File: src/rtl/sw_ctrl_pkg.sv
// Shared encodings and constants for the stopwatch button front end.
package sw_ctrl_pkg;

  localparam int DBNC_CNT_W = 8;

  localparam logic MODE_CLOCK = 1'b0;
  localparam logic MODE_STOP  = 1'b1;

  typedef enum logic [1:0] {
    IDLE    = 2'b00,
    RUNNING = 2'b01,
    PAUSED  = 2'b10
  } run_state_e;

endpackage

File: src/rtl/btn_debounce.sv
// One pushbutton: synchroniser, hold-time debounce and a press strobe that is
// only armed once the button has been seen released after reset.
module btn_debounce
  import sw_ctrl_pkg::*;
#(
  parameter int DEBOUNCE_MS = 20,
  parameter int SYNC_STAGES = 2
) (
  input  logic clk,
  input  logic rst_n,
  input  logic btn_i,
  output logic press_o
);

  localparam logic [DBNC_CNT_W-1:0] CNT_LAST = DBNC_CNT_W'(DEBOUNCE_MS - 1);
  localparam logic [DBNC_CNT_W-1:0] CNT_ONE  = DBNC_CNT_W'(1);

  logic [SYNC_STAGES-1:0] sync_q, sync_d;
  logic [SYNC_STAGES-1:0] vld_q, vld_d;
  logic [DBNC_CNT_W-1:0]  cnt_q, cnt_d;
  logic                   level_q, level_d;
  logic                   armed_q, armed_d;
  logic                   press_q, press_d;
  logic                   sync_in, differ, expired;

  assign sync_in = sync_q[SYNC_STAGES-1];

  always_comb begin
    // NOTE: each variable driven here gets a default first, so no latch can be inferred.
    sync_d  = {sync_q[SYNC_STAGES-2:0], btn_i};
    vld_d   = {vld_q[SYNC_STAGES-2:0], 1'b1};
    differ  = sync_in ^ level_q;
    expired = differ && (cnt_q == CNT_LAST);
    cnt_d   = '0;
    level_d = level_q;
    if (expired) begin
      level_d = sync_in;
    end else if (differ) begin
      cnt_d = cnt_q + CNT_ONE;
    end
    // The sync chain reads 0 straight out of reset, so its output is trusted
    // only once the valid shifter has filled.
    armed_d = armed_q | (vld_q[SYNC_STAGES-1] & ~sync_in);
    press_d = expired & sync_in & armed_q;
  end

  // NOTE: sequential state uses non-blocking assignments so every flop samples pre-edge values.
  always_ff @(posedge clk or negedge rst_n) begin
    if (!rst_n) begin
      sync_q  <= '0;
      vld_q   <= '0;
      cnt_q   <= '0;
      level_q <= 1'b0;
      armed_q <= 1'b0;
      press_q <= 1'b0;
    end else begin
      sync_q  <= sync_d;
      vld_q   <= vld_d;
      cnt_q   <= cnt_d;
      level_q <= level_d;
      armed_q <= armed_d;
      press_q <= press_d;
    end
  end

  assign press_o = press_q;

endmodule

File: src/rtl/sw_button_ctrl.sv
// Stopwatch control front end: three debounced buttons drive a display-mode
// flop and an IDLE/RUNNING/PAUSED machine issuing one-cycle command pulses.
module sw_button_ctrl
  import sw_ctrl_pkg::*;
#(
  parameter int DEBOUNCE_MS = 20,
  parameter int SYNC_STAGES = 2
) (
  input  logic Clock_1MSec,
  input  logic Reset,
  input  logic Btn_Mode,
  input  logic Btn_StartStop,
  input  logic Btn_Reset,
  output logic Control,
  output logic Start_S,
  output logic Stop_S,
  output logic Reset_S,
  output logic Run_S
);

  logic       mode_ev, ss_ev, clr_ev;
  run_state_e state_q, state_d;
  logic       control_q, control_d;
  logic       start_q, start_d, stop_q, stop_d, clr_q, clr_d, run_q, run_d;
  logic       stop_mode;

  btn_debounce #(.DEBOUNCE_MS(DEBOUNCE_MS), .SYNC_STAGES(SYNC_STAGES)) u_dbnc_mode (
    .clk(Clock_1MSec), .rst_n(Reset), .btn_i(Btn_Mode), .press_o(mode_ev)
  );
  btn_debounce #(.DEBOUNCE_MS(DEBOUNCE_MS), .SYNC_STAGES(SYNC_STAGES)) u_dbnc_ss (
    .clk(Clock_1MSec), .rst_n(Reset), .btn_i(Btn_StartStop), .press_o(ss_ev)
  );
  btn_debounce #(.DEBOUNCE_MS(DEBOUNCE_MS), .SYNC_STAGES(SYNC_STAGES)) u_dbnc_clr (
    .clk(Clock_1MSec), .rst_n(Reset), .btn_i(Btn_Reset), .press_o(clr_ev)
  );

  // Command decisions use the pre-toggle mode, so a simultaneous Mode press
  // does not change how StartStop/Reset are treated this cycle.
  always_comb begin
    state_d   = state_q;
    start_d   = 1'b0;
    stop_d    = 1'b0;
    clr_d     = 1'b0;
    stop_mode = (control_q == MODE_STOP);
    control_d = control_q ^ mode_ev;
    case (state_q)
      IDLE: begin
        if (stop_mode && clr_ev) begin
          clr_d = 1'b1;
        end else if (stop_mode && ss_ev) begin
          state_d = RUNNING;
          start_d = 1'b1;
        end
      end
      RUNNING: begin
        if (stop_mode && ss_ev) begin
          state_d = PAUSED;
          stop_d  = 1'b1;
        end
      end
      PAUSED: begin
        if (stop_mode && clr_ev) begin
          state_d = IDLE;
          clr_d   = 1'b1;
        end else if (stop_mode && ss_ev) begin
          state_d = RUNNING;
          start_d = 1'b1;
        end
      end
      default: state_d = IDLE;
    endcase
    run_d = (state_d == RUNNING);
  end

  always_ff @(posedge Clock_1MSec or negedge Reset) begin
    if (!Reset) begin
      state_q   <= IDLE;
      control_q <= MODE_CLOCK;
      start_q   <= 1'b0;
      stop_q    <= 1'b0;
      clr_q     <= 1'b0;
      run_q     <= 1'b0;
    end else begin
      state_q   <= state_d;
      control_q <= control_d;
      start_q   <= start_d;
      stop_q    <= stop_d;
      clr_q     <= clr_d;
      run_q     <= run_d;
    end
  end

  assign Control = control_q;
  assign Start_S = start_q;
  assign Stop_S  = stop_q;
  assign Reset_S = clr_q;
  assign Run_S   = run_q;

endmodule

File: config.mk
export PLATFORM = sky130hd
export DESIGN_NAME = sw_button_ctrl
export DESIGN_NICKNAME = d
export VERILOG_FILES = /design/src/rtl/sw_ctrl_pkg.sv /design/src/rtl/btn_debounce.sv /design/src/rtl/sw_button_ctrl.sv
export SDC_FILE = /design/constraint.sdc
export NUM_CORES = 1
export LEC_CHECK = 0
export ABC_CLOCK_PERIOD_IN_PS = 3250
export CORE_MARGIN = 2
export CORE_UTILIZATION = 40
export DETAILED_ROUTE_END_ITERATION = 10
export GPL_ROUTABILITY_DRIVEN = 1
export PLACE_DENSITY = 0.54
export RECOVER_POWER = 25
export SLEW_MARGIN = 20
export SYNTH_ARGS = -nofsm -noshare
export SYNTH_HDL_FRONTEND = slang
export SYNTH_HIERARCHICAL = 1
export SYNTH_SLANG_ARGS = --single-unit
export TNS_END_PERCENT = 5
File: constraint.sdc
create_clock -name Clock_1MSec -period 3.25 [get_ports Clock_1MSec]
set_clock_uncertainty 0.1 [all_clocks]
set_input_delay 0.975 -clock Clock_1MSec [delete_from_list [all_inputs] [get_ports Clock_1MSec]]
set_output_delay 0.975 -clock Clock_1MSec [all_outputs]
set_load 0.02 [all_outputs]
=== After elaboration in Yosys (flattened, before gate mapping) ===
Cells that the tools add are included.

* $add $sub $neg: 3
* Eq/ne operators: 6
* Muxes and demuxes: 17
* Bitwise gates (word level): 19
* Reductions and logical operators: 7

{| class="wikitable"
|+ Operators with widths
! cell !! count
|-
| $mux 8 || 6
|-
| $add 8x1->8 const B || 3
|-
| $eq 8x5->1 const B || 3
|-
| $and 1x1->1 || 9
|-
| $mux 2 || 4
|-
| $mux 1 || 6
|-
| $pmux 2 s3 || 1
|-
| $logic_and 1x1->1 || 5
|-
| $eq 2x1->1 const B || 2
|-
| $xor 1x1->1 || 4
|-
| $not 1->1 || 3
|-
| $or 1x1->1 || 3
|-
| $eq 2x2->1 const B || 1
|-
| $logic_not 2->1 || 1
|-
| $reduce_or 2->1 || 1
|}

* Bits in registers: 52
* Input bits: 5
* Output and inout bits: 5

=== Depth between registers and ports, before layout ===
Gate-level depths: netlist (run 1).

* Word-level depth: 5
* Gate-level depth with buffers: 4

=== By module ===
Netlist (run 1), hierarchy kept.

{| class="wikitable"
|+ Modules (own cells, without submodules)
! module !! times used !! cells an instance !! area an instance (um^2) !! seq. area each (um^2)
|-
| btn_debounce || 3 || 57 || 664.4 || 375.4
|-
| sw_button_ctrl || 1 || 19 || 264.0 || 175.2
|}

=== Least setup slack after synthesis (run 1) ===
OpenSTA, ideal clock, no wires.

* Path type: register to register
* Start point: register u_dbnc_clr.cnt_q[5]
* End point: register u_dbnc_clr.level_q
* Data arrival time: 1,471 ps
* Path slack: 1,551 ps
* Cell stages (with the launch flop): 4
* Buffers on the path: 0
* Period minus slack after synthesis: 1,699 ps
* Path through: dfrtp_1 > or4b_4 > nor3_4 > mux2_1

* Longest elaborated chain between the ends: 2

{| class="wikitable"
|+ RTL lines
! what !! line !! source
|-
| from (decl) || btn_debounce.sv:20 || <nowiki>logic [DBNC_CNT_W-1:0] cnt_q, cnt_d;</nowiki>
|-
| from (signal assigned) || btn_debounce.sv:59 || <nowiki>cnt_q <= cnt_d;</nowiki>
|-
| $eq 8x5->1 || btn_debounce.sv:33 || <nowiki>expired = differ && (cnt_q == CNT_LAST);</nowiki>
|-
| $logic_and 1x1->1 || btn_debounce.sv:33 ||
|-
| to (signal assigned) || btn_debounce.sv:60 || <nowiki>level_q <= level_d;</nowiki>
|-
| to (decl) || btn_debounce.sv:21 || <nowiki>logic level_q, level_d;</nowiki>
|}

Every way passes these cells.
A chain may end at the register's enable or synchronous reset.

=== Worst setup path after layout (run 1) ===
* Start point: register control_q, in the netlist Control
* End point: output port Control

{| class="wikitable"
|+ RTL lines
! what !! line !! source
|-
| from (decl) || sw_button_ctrl.sv:23 || <nowiki>logic control_q, control_d;</nowiki>
|-
| from (signal assigned) || sw_button_ctrl.sv:85 || <nowiki>control_q <= control_d;</nowiki>
|-
| to (decl) || sw_button_ctrl.sv:14 || <nowiki>output logic Control,</nowiki>
|}

No word-level cell between the ends.

==> results of run 1 <==
worst max-delay path by stage:
stage	from	endpoint	slack, ps	depth (start not counted)
6_report	Control$_DFF_PN0_	Control	810	1
5_1_grt	Control$_DFF_PN0_	Control	730	1
4_1_cts	Control$_DFF_PN0_	Control	770	1
3_3_place_gp	Control$_DFF_PN0_	Control	1140	1
2_1_floorplan	u_dbnc_clr/cnt_q[5]$_DFF_PN0_	u_dbnc_clr/level_q$_DFFE_PN0P_	1550	3
3_5_place_dp	Control$_DFF_PN0_	Control	1120	1
sequential cells by signal (all words and copies together), names as in the netlist, 2 cells and up:
signal and cells:
state_q 2, u_dbnc_clr/cnt_q 8, u_dbnc_clr/sync_q 2, u_dbnc_clr/vld_q 2
u_dbnc_mode/cnt_q 8, u_dbnc_mode/sync_q 2, u_dbnc_mode/vld_q 2, u_dbnc_ss/cnt_q 8
u_dbnc_ss/sync_q 2, u_dbnc_ss/vld_q 2
metal layers:
| metal | global-route usage | routed length, um | share of wire | vias to the layer above |
|---|---|---|---|---|
| li1 | - | - | - | 691 |
| met1 | 0.166 | 1670 | 0.46 | 707 |
| met2 | 0.223 | 1830 | 0.50 | 17 |
| met3 | 0.0375 | 113 | 0.031 | 7 |
| met4 | 0.0414 | 37 | 0.010 | 0 |
| met5 | 0 | 0 | 0 | - |
Yosys cell counts:
| cell | instances | area share |
|---|---|---|
| or4b_4 | 3 | 0.018 |
| nor2_1 | 10 | 0.017 |
| xnor2_1 | 3 | 0.012 |
| o21bai_1 | 3 | 0.010 |
| nand2b_1 | 6 | 0.017 |
| a31o_1 | 1 | 0.0039 |
| nand2_2 | 1 | 0.0028 |
| and4b_1 | 4 | 0.018 |
| or3_1 | 9 | 0.025 |
| ha_1 | 3 | 0.017 |
| dfrtp_1 | 52 | 0.58 |
| xor2_1 | 7 | 0.027 |
| nor3_4 | 3 | 0.022 |
| mux2_1 | 5 | 0.025 |
| and2b_1 | 1 | 0.0033 |
| nor3_1 | 1 | 0.0022 |
| buf_2 | 3 | 0.0066 |
| nand3_1 | 6 | 0.013 |
| and3_2 | 1 | 0.0033 |
| inv_1 | 7 | 0.012 |
| nor2b_1 | 6 | 0.017 |
| a31oi_1 | 3 | 0.0083 |
| o31ai_4 | 3 | 0.028 |
| or2b_1 | 3 | 0.010 |
| o21ai_0 | 13 | 0.029 |
| conb_1 | 3 | 0.0050 |
| and3b_1 | 3 | 0.012 |
| a21o_1 | 3 | 0.010 |
| nand4_1 | 3 | 0.0083 |
| a21oi_1 | 12 | 0.027 |
| o21ai_1 | 3 | 0.0066 |
| nand2_1 | 6 | 0.010 |
cells by family after synthesis:
logic type,Yosys count
AND/OR/NAND/NOR,66
flip-flops,52
AO/OA/AOI/OAI,41
XOR/XNOR,10
buffers and inverters,10
multiplexers,5
adder cells (fa/ha/maj),3
other,3
power by group through the flow:
stage               clock network (mW)  logic, mW  registers (mW)
detailed placement                   0     0.0542           0.689
finish                           0.443     0.0519           0.675
CTS                              0.464     0.0546           0.676
global route                     0.504     0.0608           0.678
global placement                     0     0.0517           0.687
floorplan                            0     0.0290           0.684
through the flow:
step                      hold slack, ps  setup WS (ps)  std cells  power [mW]  instance area, sq um
after floorplan                      231           1550        190       0.713                  2260
after global placement               233           1140        269       0.739                  2440
after detailed placement             237           1120        269       0.743                  2440
after CTS                            252            766        277        1.19                  2550
after global routing                 247            732        277        1.24                  2540
final                                248            809        277        1.17                  2540
final cells by class:
class                      instances  area [sq um]  share of cell area
inverter                           7          26.3              0.0103
sequential                        52          1300               0.511
timing repair buffer              10           104              0.0408
multi-input combinational        128           912               0.358
clock inverter                     2          38.8              0.0152
tap                               72          90.1              0.0354
clock buffer                       6          72.6              0.0285
==> impl_metrics.py, run 1 <==
metrics = {
    "routing": {
        "vias": 1422,
        "dr.pass1.iters": 4,
        "ant_nets": 0,
        "initialDrtViolationCount": 71,
        "post-route-drc-count": 0,
        "wl_per_cell_um": 13.2,
        "vias_per_cell": 5.13,
        "routed_wl_um": 3650,
    },
    "setup_path": {
        "path_cells": "clkdlybuf4s50_1",
        "critPathTopFamily": "buffers and inverters",
        "startpoint_type": "flop",
        "r2r_slack_ps": 1470,
        "critical_path.max_fanout": 6,
        "r2r-start": "u_dbnc_mode/cnt_q[5]$_DFF_PN0_",
        "critPathSlowestCell": "clkdlybuf4s50_1",
        "cpPeakStageDelay_ps": 630,
        "rr_worst_depth": 3,
        "arrival_ps": 1370,
        "rr_endpoint": "u_dbnc_mode/level_q$_DFFE_PN0P_",
        "end_kind": "output pin",
        "crit_type": "flop to output pin",
        "crit_required_ps": 2170,
        "crit_buf_inv": 1,
    },
    "layout": {
        "drive_gt1_frac": 0.0878,
        "post-route-util": 0.465,
        "diodes": 0,
        "final_common_cell": "dfrtp_1",
        "fillers": 535,
        "area_growth_pct": 12.7,
        "fin_nets": 212,
        "most-common-layout-cells": "52 x dfrtp_1, 13 x o21ai_0, 12 x a21oi_1, 10 x nor2_1, 9 x or3_1",
    },
    "power": {
        "leakage_nw": 1.09,
        "clockPowerShare": 0.379,
        "combPwrFrac": 0.044,
        "p_int_mw": 0.915,
        "swShare": 0.219,
        "p_per_area_mw_per_mm2": 460,
        "vdd_drop_max_mv": 0.244,
        "seqPwrFrac": 0.577,
        "switchingPower_mw": 0.256,
    },
    "clocking": {
        "cts_setup_buffers": 0,
        "htreeDepth": 2,
        "cts_buffer_depth": 2,
        "cts_hold_buffers": 0,
        "clock_latency_ps": 300,
        "tritoncts": "done",
        "cts_resized": 0,
        "cts.sinks": 52,
        "cts_root_buffer": "clkbuf_8",
        "numCtsBuffers": 5,
        "clk_pin_slew_ps": 90,
    },
    "die": {
        "rows": 27,
        "die_w_um": 79.1,
        "coreArea_sq_mm": 0.00547,
        "pin_count": 10,
        "start_util": 0.412,
        "die_h_um": 79.1,
        "die_area_sq_mm": 0.00626,
    },
    "synth": {
        "ys_seq_area_frac": 0.576,
        "synth-xor-area-share": 0.0388,
        "synth_mux_area_frac": 0.0249,
        "syn_area_per_cell_sq_um": 11.9,
        "syn_inst": 190,
        "yosysUniqueCellTypes": 32,
        "synth_fp_nets": 198,
        "yosys.area_share.simple": 0.197,
        "synth_top_family_by_area": "simple AND/OR/NAND/NOR gates",
        "syn_area_sq_mm": 0.00226,
        "ys_warn_count": 6,
        "synth_compound_area_frac": 0.123,
        "ys_ff_latch": 52,
        "synthAdderAreaFrac": 0.0166,
    },
    "timing": {
        "drv_slew": 26,
        "period_minus_slack_ps": 2440,
        "worst_pin_slew_ps": 1550,
        "final-hold-violation-count": 0,
        "fmax_mhz": 410,
        "rsz0062_at_grt": "no",
        "tns_ps": 0,
        "fin_crit_sh": 0.751,
        "setup_viol": 0,
        "slew_headroom": -0.0302,
    },
    "global_routing": {
        "grt_antenna_before_repair": 0,
        "first_global_vias": 1443,
        "grt_usage": 0.133,
        "grt_overflow": 0,
        "grt_pass1_wl_um": 6470,
        "grt_max_degree": 28,
    },
    "run": {
        "maxCapViolCount": 1,
    },
    "worst_hold_path": {
        "hold_path_class": "flop to flop",
        "holdPathStages": 0,
        "min_to": "u_dbnc_clr/vld_q[1]$_DFF_PN0_",
        "hp-start": "u_dbnc_clr/vld_q[0]$_DFF_PN0_",
    },
    "placement": {
        "io_buffers": 9,
        "dp_hpwl_um": 2550,
        "gp_congestion": 0.784,
    },
    "run_status": {
        "outcome": "finished with violations",
        "violations": "max-capacitance violations, max-slew violations",
    },
}
(Power assumes the default switching activity.)
==> run 2, diff against run 1 <==
--- a/config.mk
+++ b/config.mk
@@ -5,7 +5,7 @@
 export SDC_FILE = /design/constraint.sdc
 export NUM_CORES = 1
 export LEC_CHECK = 0
-export ABC_CLOCK_PERIOD_IN_PS = 3250
+export ABC_CLOCK_PERIOD_IN_PS = 2250
 export CORE_MARGIN = 2
 export CORE_UTILIZATION = 40
 export DETAILED_ROUTE_END_ITERATION = 10
==> constraint.sdc (replaced) <==
create_clock -name Clock_1MSec -period 2.25 [get_ports Clock_1MSec]
set_clock_uncertainty 0.1 [all_clocks]
set_input_delay 0.675 -clock Clock_1MSec [delete_from_list [all_inputs] [get_ports Clock_1MSec]]
set_output_delay 0.675 -clock Clock_1MSec [all_outputs]
set_load 0.02 [all_outputs]
==> run 2 against run 1 <==
The flow now finishes without violations. Wire length shrank 2.4%. Via count decreased by 2.5%. Critical path type unchanged. Core utilization grew 0.32 points. Setup slack worse by 720 ps. Power increased by 48%.
==> impl_metrics.py, run 2 (synthesized netlist as in run 1, its figures left out) <==
metrics = {
    "setup_path": {
        "r2r-start": "u_dbnc_ss/cnt_q[5]$_DFF_PN0_",
        "rr_endpoint": "u_dbnc_ss/level_q$_DFFE_PN0P_",
        "rr_worst_depth": 3,
        "critPathTopFamily": "buffers and inverters",
        "end_kind": "output pin",
        "critical_path.max_fanout": 6,
        "path_cells": "clkdlybuf4s50_1",
        "startpoint_type": "flop",
        "crit_type": "flop to output pin",
        "crit_buf_inv": 1,
        "crit_required_ps": 1470,
        "arrival_ps": 1390,
        "critPathSlowestCell": "clkdlybuf4s50_1",
        "r2r_slack_ps": 470,
        "cpPeakStageDelay_ps": 640,
    },
    "clocking": {
        "tritoncts": "done",
        "cts.sinks": 52,
        "cts_setup_buffers": 0,
        "cts_root_buffer": "clkbuf_8",
        "clock_latency_ps": 300,
        "cts_buffer_depth": 2,
        "numCtsBuffers": 5,
        "clk_pin_slew_ps": 90,
        "cts_hold_buffers": 0,
        "htreeDepth": 2,
        "cts_resized": 0,
    },
    "global_routing": {
        "grt_antenna_before_repair": 0,
        "first_global_vias": 1424,
        "grt_max_degree": 37,
        "grt_usage": 0.133,
        "grt_pass1_wl_um": 6580,
        "grt_overflow": 0,
    },
    "timing": {
        "rsz0062_at_grt": "no",
        "fin_crit_sh": 0.960,
        "final-hold-violation-count": 0,
        "period_minus_slack_ps": 2160,
        "worst_pin_slew_ps": 1010,
        "drv_slew": 0,
        "slew_headroom": 0.330,
        "fmax_mhz": 463,
        "setup_viol": 0,
        "tns_ps": 0,
    },
    "die": {
        "pin_count": 10,
        "start_util": 0.412,
        "die_h_um": 79.1,
        "die_w_um": 79.1,
        "die_area_sq_mm": 0.00626,
        "rows": 27,
        "coreArea_sq_mm": 0.00547,
    },
    "routing": {
        "met3_length_um": 120,
        "wl_per_cell_um": 12.9,
        "wl_met2_um": 1740,
        "routed_wl_um": 3560,
        "vias_per_cell": 5.01,
        "dr.pass1.iters": 4,
        "vias": 1387,
        "initialDrtViolationCount": 70,
        "top_layer_used": "met4",
        "ant_nets": 0,
        "post-route-drc-count": 0,
        "met1_length_um": 1640,
    },
    "layout": {
        "top_regs": "u_dbnc_clr/cnt_q (8), u_dbnc_mode/cnt_q (8), u_dbnc_ss/cnt_q (8)",
        "multiInputGateArea_sq_um": 915,
        "regArea_sq_mm": 0.00130,
        "fillers": 513,
        "most-common-layout-cells": "52 x dfrtp_1, 13 x o21ai_0, 12 x a21oi_1, 10 x nor2_1, 9 x or3_1",
        "fin_nets": 212,
        "diodes": 0,
        "final_common_cell": "dfrtp_1",
        "area_growth_pct": 13.5,
        "drive_gt1_frac": 0.0976,
        "finalNonFillerCells": 277,
    },
    "placement": {
        "dp.cells": 269,
        "dp_hpwl_um": 2490,
        "gp_congestion": 0.798,
        "io_buffers": 9,
    },
    "run_status": {
        "outcome": "completed",
    },
    "worst_hold_path": {
        "hp-start": "u_dbnc_clr/vld_q[0]$_DFF_PN0_",
        "min_to": "u_dbnc_clr/vld_q[1]$_DFF_PN0_",
        "holdPathStages": 0,
        "hold_path_class": "flop to flop",
    },
    "run": {
        "maxCapViolCount": 0,
    },
    "power": {
        "leakage_nw": 1.10,
        "vdd_drop_max_mv": 0.481,
        "p_per_area_mw_per_mm2": 677,
    },
}
==> run 2: cell count changes in the layout (fill, tap and decap cells not counted), sizes merged <==
cell | before | now
inv | 8 | 7
clkdlybuf4s50 | 5 | 8
clkbuf | 7 | 8
dlygate4sd3 | 3 | 0
==> run 2: through the flow <==
| step | hold WS, ps | setup slack (ps) | power [mW] | util | cell area [sq um] |
|---|---|---|---|---|---|
| detailed placement | 235 | 414 | 1.07 | 0.445 | 2440 |
| floorplan | 231 | 551 | 1.03 | - | 2260 |
| global route | 264 | 15.3 | 1.83 | 0.468 | 2560 |
| global placement | 232 | 444 | 1.07 | 0.445 | 2440 |
| CTS | 206 | 73.1 | 1.77 | 0.468 | 2560 |
| finish | 251 | 89.3 | 1.74 | 0.468 | 2560 |
==> run 2: layout make-up <==
class,instances,area share
clock buffer,7,0.0376
clock inverter,1,0.0117
timing repair buffer,10,0.0405
tap,72,0.0352
inverter,7,0.0103
sequential,52,0.508
multi-input combinational,128,0.357
==> run 2: layer usage <==
metal | vias to the layer above | GRT usage
met4 | 0 | 0.0552
met2 | 20 | 0.213
met5 | - | 0
met1 | 674 | 0.172
li1 | 685 | -
met3 | 8 | 0.0364
==> run 2: power breakdown <==
part / leakage (nW) / internal, mW / switching (mW)
Combinational: 0.363 / 0.0287 / 0.0466
Sequential: 0.676 / 0.957 / 0.0186
Clock: 0.0645 / 0.392 / 0.292
Total: 1.10 / 1.38 / 0.357
==> run 2: worst max path at each step <==
stage	start	endpoint	slack, ps	cells after the start
2_1_floorplan	u_dbnc_clr/cnt_q[5]$_DFF_PN0_	u_dbnc_clr/level_q$_DFFE_PN0P_	550	3
3_3_place_gp	Control$_DFF_PN0_	Control	440	1
3_5_place_dp	Control$_DFF_PN0_	Control	410	1
4_1_cts	Control$_DFF_PN0_	Control	70	1
5_1_grt	Control$_DFF_PN0_	Control	20	1
6_report	Control$_DFF_PN0_	Control	90	1
==> run 3, diff against run 2 <==
==> constraint.sdc (replaced) <==
create_clock -name Clock_1MSec -period 2.25 [get_ports Clock_1MSec]
set_clock_uncertainty 0.1 [all_clocks]
set_input_delay 0.225 -clock Clock_1MSec [delete_from_list [all_inputs] [get_ports Clock_1MSec]]
set_output_delay 0.225 -clock Clock_1MSec [all_outputs]
set_load 0.02 [all_outputs]
==> run 3 against run 2 <==
Clock power decreased by 7.0%. First-iteration DRC count decreased by 11%. Hold slack improved by 4.6 ps. Core utilization decreased by 0.39 points. Critical path depth increased by 2. Via count increased by 0.65%. Global-route usage decreased by 0.31 points. Critical endpoint is now u_dbnc_clr/level_q$_DFFE_PN0P_.
==> impl_metrics.py, run 3 (synthesized netlist as in run 1, its figures left out) <==
metrics = {
    "run_status": {
        "outcome": "completed",
    },
    "routing": {
        "dr.pass1.iters": 4,
        "ant_nets": 0,
        "wl_per_cell_um": 12.6,
        "post-route-drc-count": 0,
        "routed_wl_um": 3490,
        "vias": 1396,
        "vias_per_cell": 5.02,
        "initialDrtViolationCount": 62,
    },
    "power": {
        "leakage_nw": 1.10,
        "combPwrFrac": 0.043,
        "switchingPower_mw": 0.365,
        "seqPwrFrac": 0.579,
        "clockPowerShare": 0.378,
        "p_total_mw": 1.68,
        "swShare": 0.217,
        "p_per_area_mw_per_mm2": 663,
        "p_int_mw": 1.32,
        "vdd_drop_max_mv": 0.359,
    },
    "clocking": {
        "numCtsBuffers": 5,
        "clk_pin_slew_ps": 90,
        "htreeDepth": 2,
        "clock_latency_ps": 300,
        "cts_buffer_depth": 2,
        "tritoncts": "done",
        "cts_resized": 0,
        "cts_root_buffer": "clkbuf_8",
        "cts.sinks": 52,
        "cts_setup_buffers": 0,
    },
    "setup_path": {
        "critical_path.max_fanout": 5,
        "startpoint_type": "flop",
        "end_kind": "flop",
        "crit_type": "flop to flop",
        "crit_required_ps": 2340,
        "arrival_ps": 1860,
    },
    "global_routing": {
        "grt_pass1_wl_um": 6420,
        "globalRouteMet3Util": 0.0409,
        "grt_max_degree": 53,
        "grt_busiest_layer": "met2",
        "gr-usage-met2": 0.223,
        "use_met1": 0.157,
        "grt_overflow": 0,
        "first_global_vias": 1446,
        "grt_antenna_before_repair": 0,
        "grt_usage": 0.130,
    },
    "layout": {
        "fillers": 506,
        "area_growth_pct": 12.6,
        "top_regs": "u_dbnc_clr/cnt_q (8), u_dbnc_mode/cnt_q (8), u_dbnc_ss/cnt_q (8)",
        "diodes": 0,
        "final_common_cell": "dfrtp_1",
        "fin_nets": 213,
        "drive_gt1_frac": 0.0922,
        "most-common-layout-cells": "52 x dfrtp_1, 13 x o21ai_0, 12 x a21oi_1, 10 x nor2_1, 9 x or3_1",
    },
    "die": {
        "coreArea_sq_mm": 0.00547,
        "die_area_sq_mm": 0.00626,
        "start_util": 0.412,
        "rows": 27,
        "die_w_um": 79.1,
        "pin_count": 10,
        "die_h_um": 79.1,
    },
    "timing": {
        "whs_ps": 256,
        "rsz0062_at_grt": "no",
        "setup_viol": 0,
        "fmax_mhz": 565,
        "drv_slew": 0,
        "worst_pin_slew_ps": 1270,
        "slew_headroom": 0.156,
        "final-hold-violation-count": 0,
        "period_minus_slack_ps": 1770,
        "tns_ps": 0,
        "fin_crit_sh": 0.787,
    },
    "placement": {
        "dp_hpwl_um": 2410,
        "io_buffers": 9,
        "gp_congestion": 0.806,
    },
    "run": {
        "maxCapViolCount": 0,
    },
    "worst_hold_path": {
        "hold_path_class": "flop to flop",
    },
}
-- run 3: metrics by stage --
stage / area (sq um) / utilization / worst slack, ps / cells
after floorplan: 2260 / - / 551 / 190
after global placement: 2420 / 0.443 / 522 / 269
after detailed placement: 2420 / 0.443 / 489 / 269
after CTS: 2550 / 0.465 / 477 / 278
after global routing: 2540 / 0.464 / 279 / 278
final: 2540 / 0.464 / 479 / 278
-- run 3: power groups by stage --
stage | registers (mW) | clock network (mW) | logic (mW)
after CTS | 0.976 | 0.664 | 0.0761
after global placement | 0.993 | 0 | 0.0726
after floorplan | 0.989 | 0 | 0.0419
final | 0.976 | 0.637 | 0.0716
after detailed placement | 0.995 | 0 | 0.0745
after global routing | 0.980 | 0.704 | 0.0844
-- run 3: final timing paths --
| check | startpoint | to | slack [ps] | depth (start not counted) |
|---|---|---|---|---|
| min in group asynchronous | Reset | u_dbnc_clr/cnt_q[4]$_DFF_PN0_ | 710 | 3 |
| max reg2reg | u_dbnc_clr/cnt_q[5]$_DFF_PN0_ | u_dbnc_clr/level_q$_DFFE_PN0P_ | 480 | 3 |
| min | u_dbnc_mode/vld_q[0]$_DFF_PN0_ | u_dbnc_mode/vld_q[1]$_DFF_PN0_ | 260 | 0 |
| max | u_dbnc_clr/cnt_q[5]$_DFF_PN0_ | u_dbnc_clr/level_q$_DFFE_PN0P_ | 480 | 3 |
| min reg2reg | u_dbnc_mode/vld_q[0]$_DFF_PN0_ | u_dbnc_mode/vld_q[1]$_DFF_PN0_ | 260 | 0 |
| max in group asynchronous | Reset | u_dbnc_mode/cnt_q[0]$_DFF_PN0_ | 590 | 3 |
-- run 3: critical path, stage by stage (launching register included) --
cell and delay (ps):
dfrtp_1 430, or4b_4 600, nor3_4 200, mux2_1 330
-- run 3: layer usage --
layer  wire, um  vias up
met2       1730       18
met1       1620      684
met4         15        0
li1           -      692
met3        130        2
met5          0        -
-- run 3: cell type report --
cell class              instances  area (sq um)  area share
flip-flops and latches         52          1300       0.512
multi-input cells             128           912       0.359
repair buffers                 11           100      0.0394
well taps                      72          90.1      0.0355
clock buffers                   6          72.6      0.0286
clock inverters                 2          38.8      0.0153
inverters                       7          26.3      0.0103
-- run 3: timing repair --
action / 4_1_cts / 5_1_grt
endpoints found under the setup margin: 0 / 0
hold buffers: 1 / 0
endpoints found under the hold margin: 52 / 0
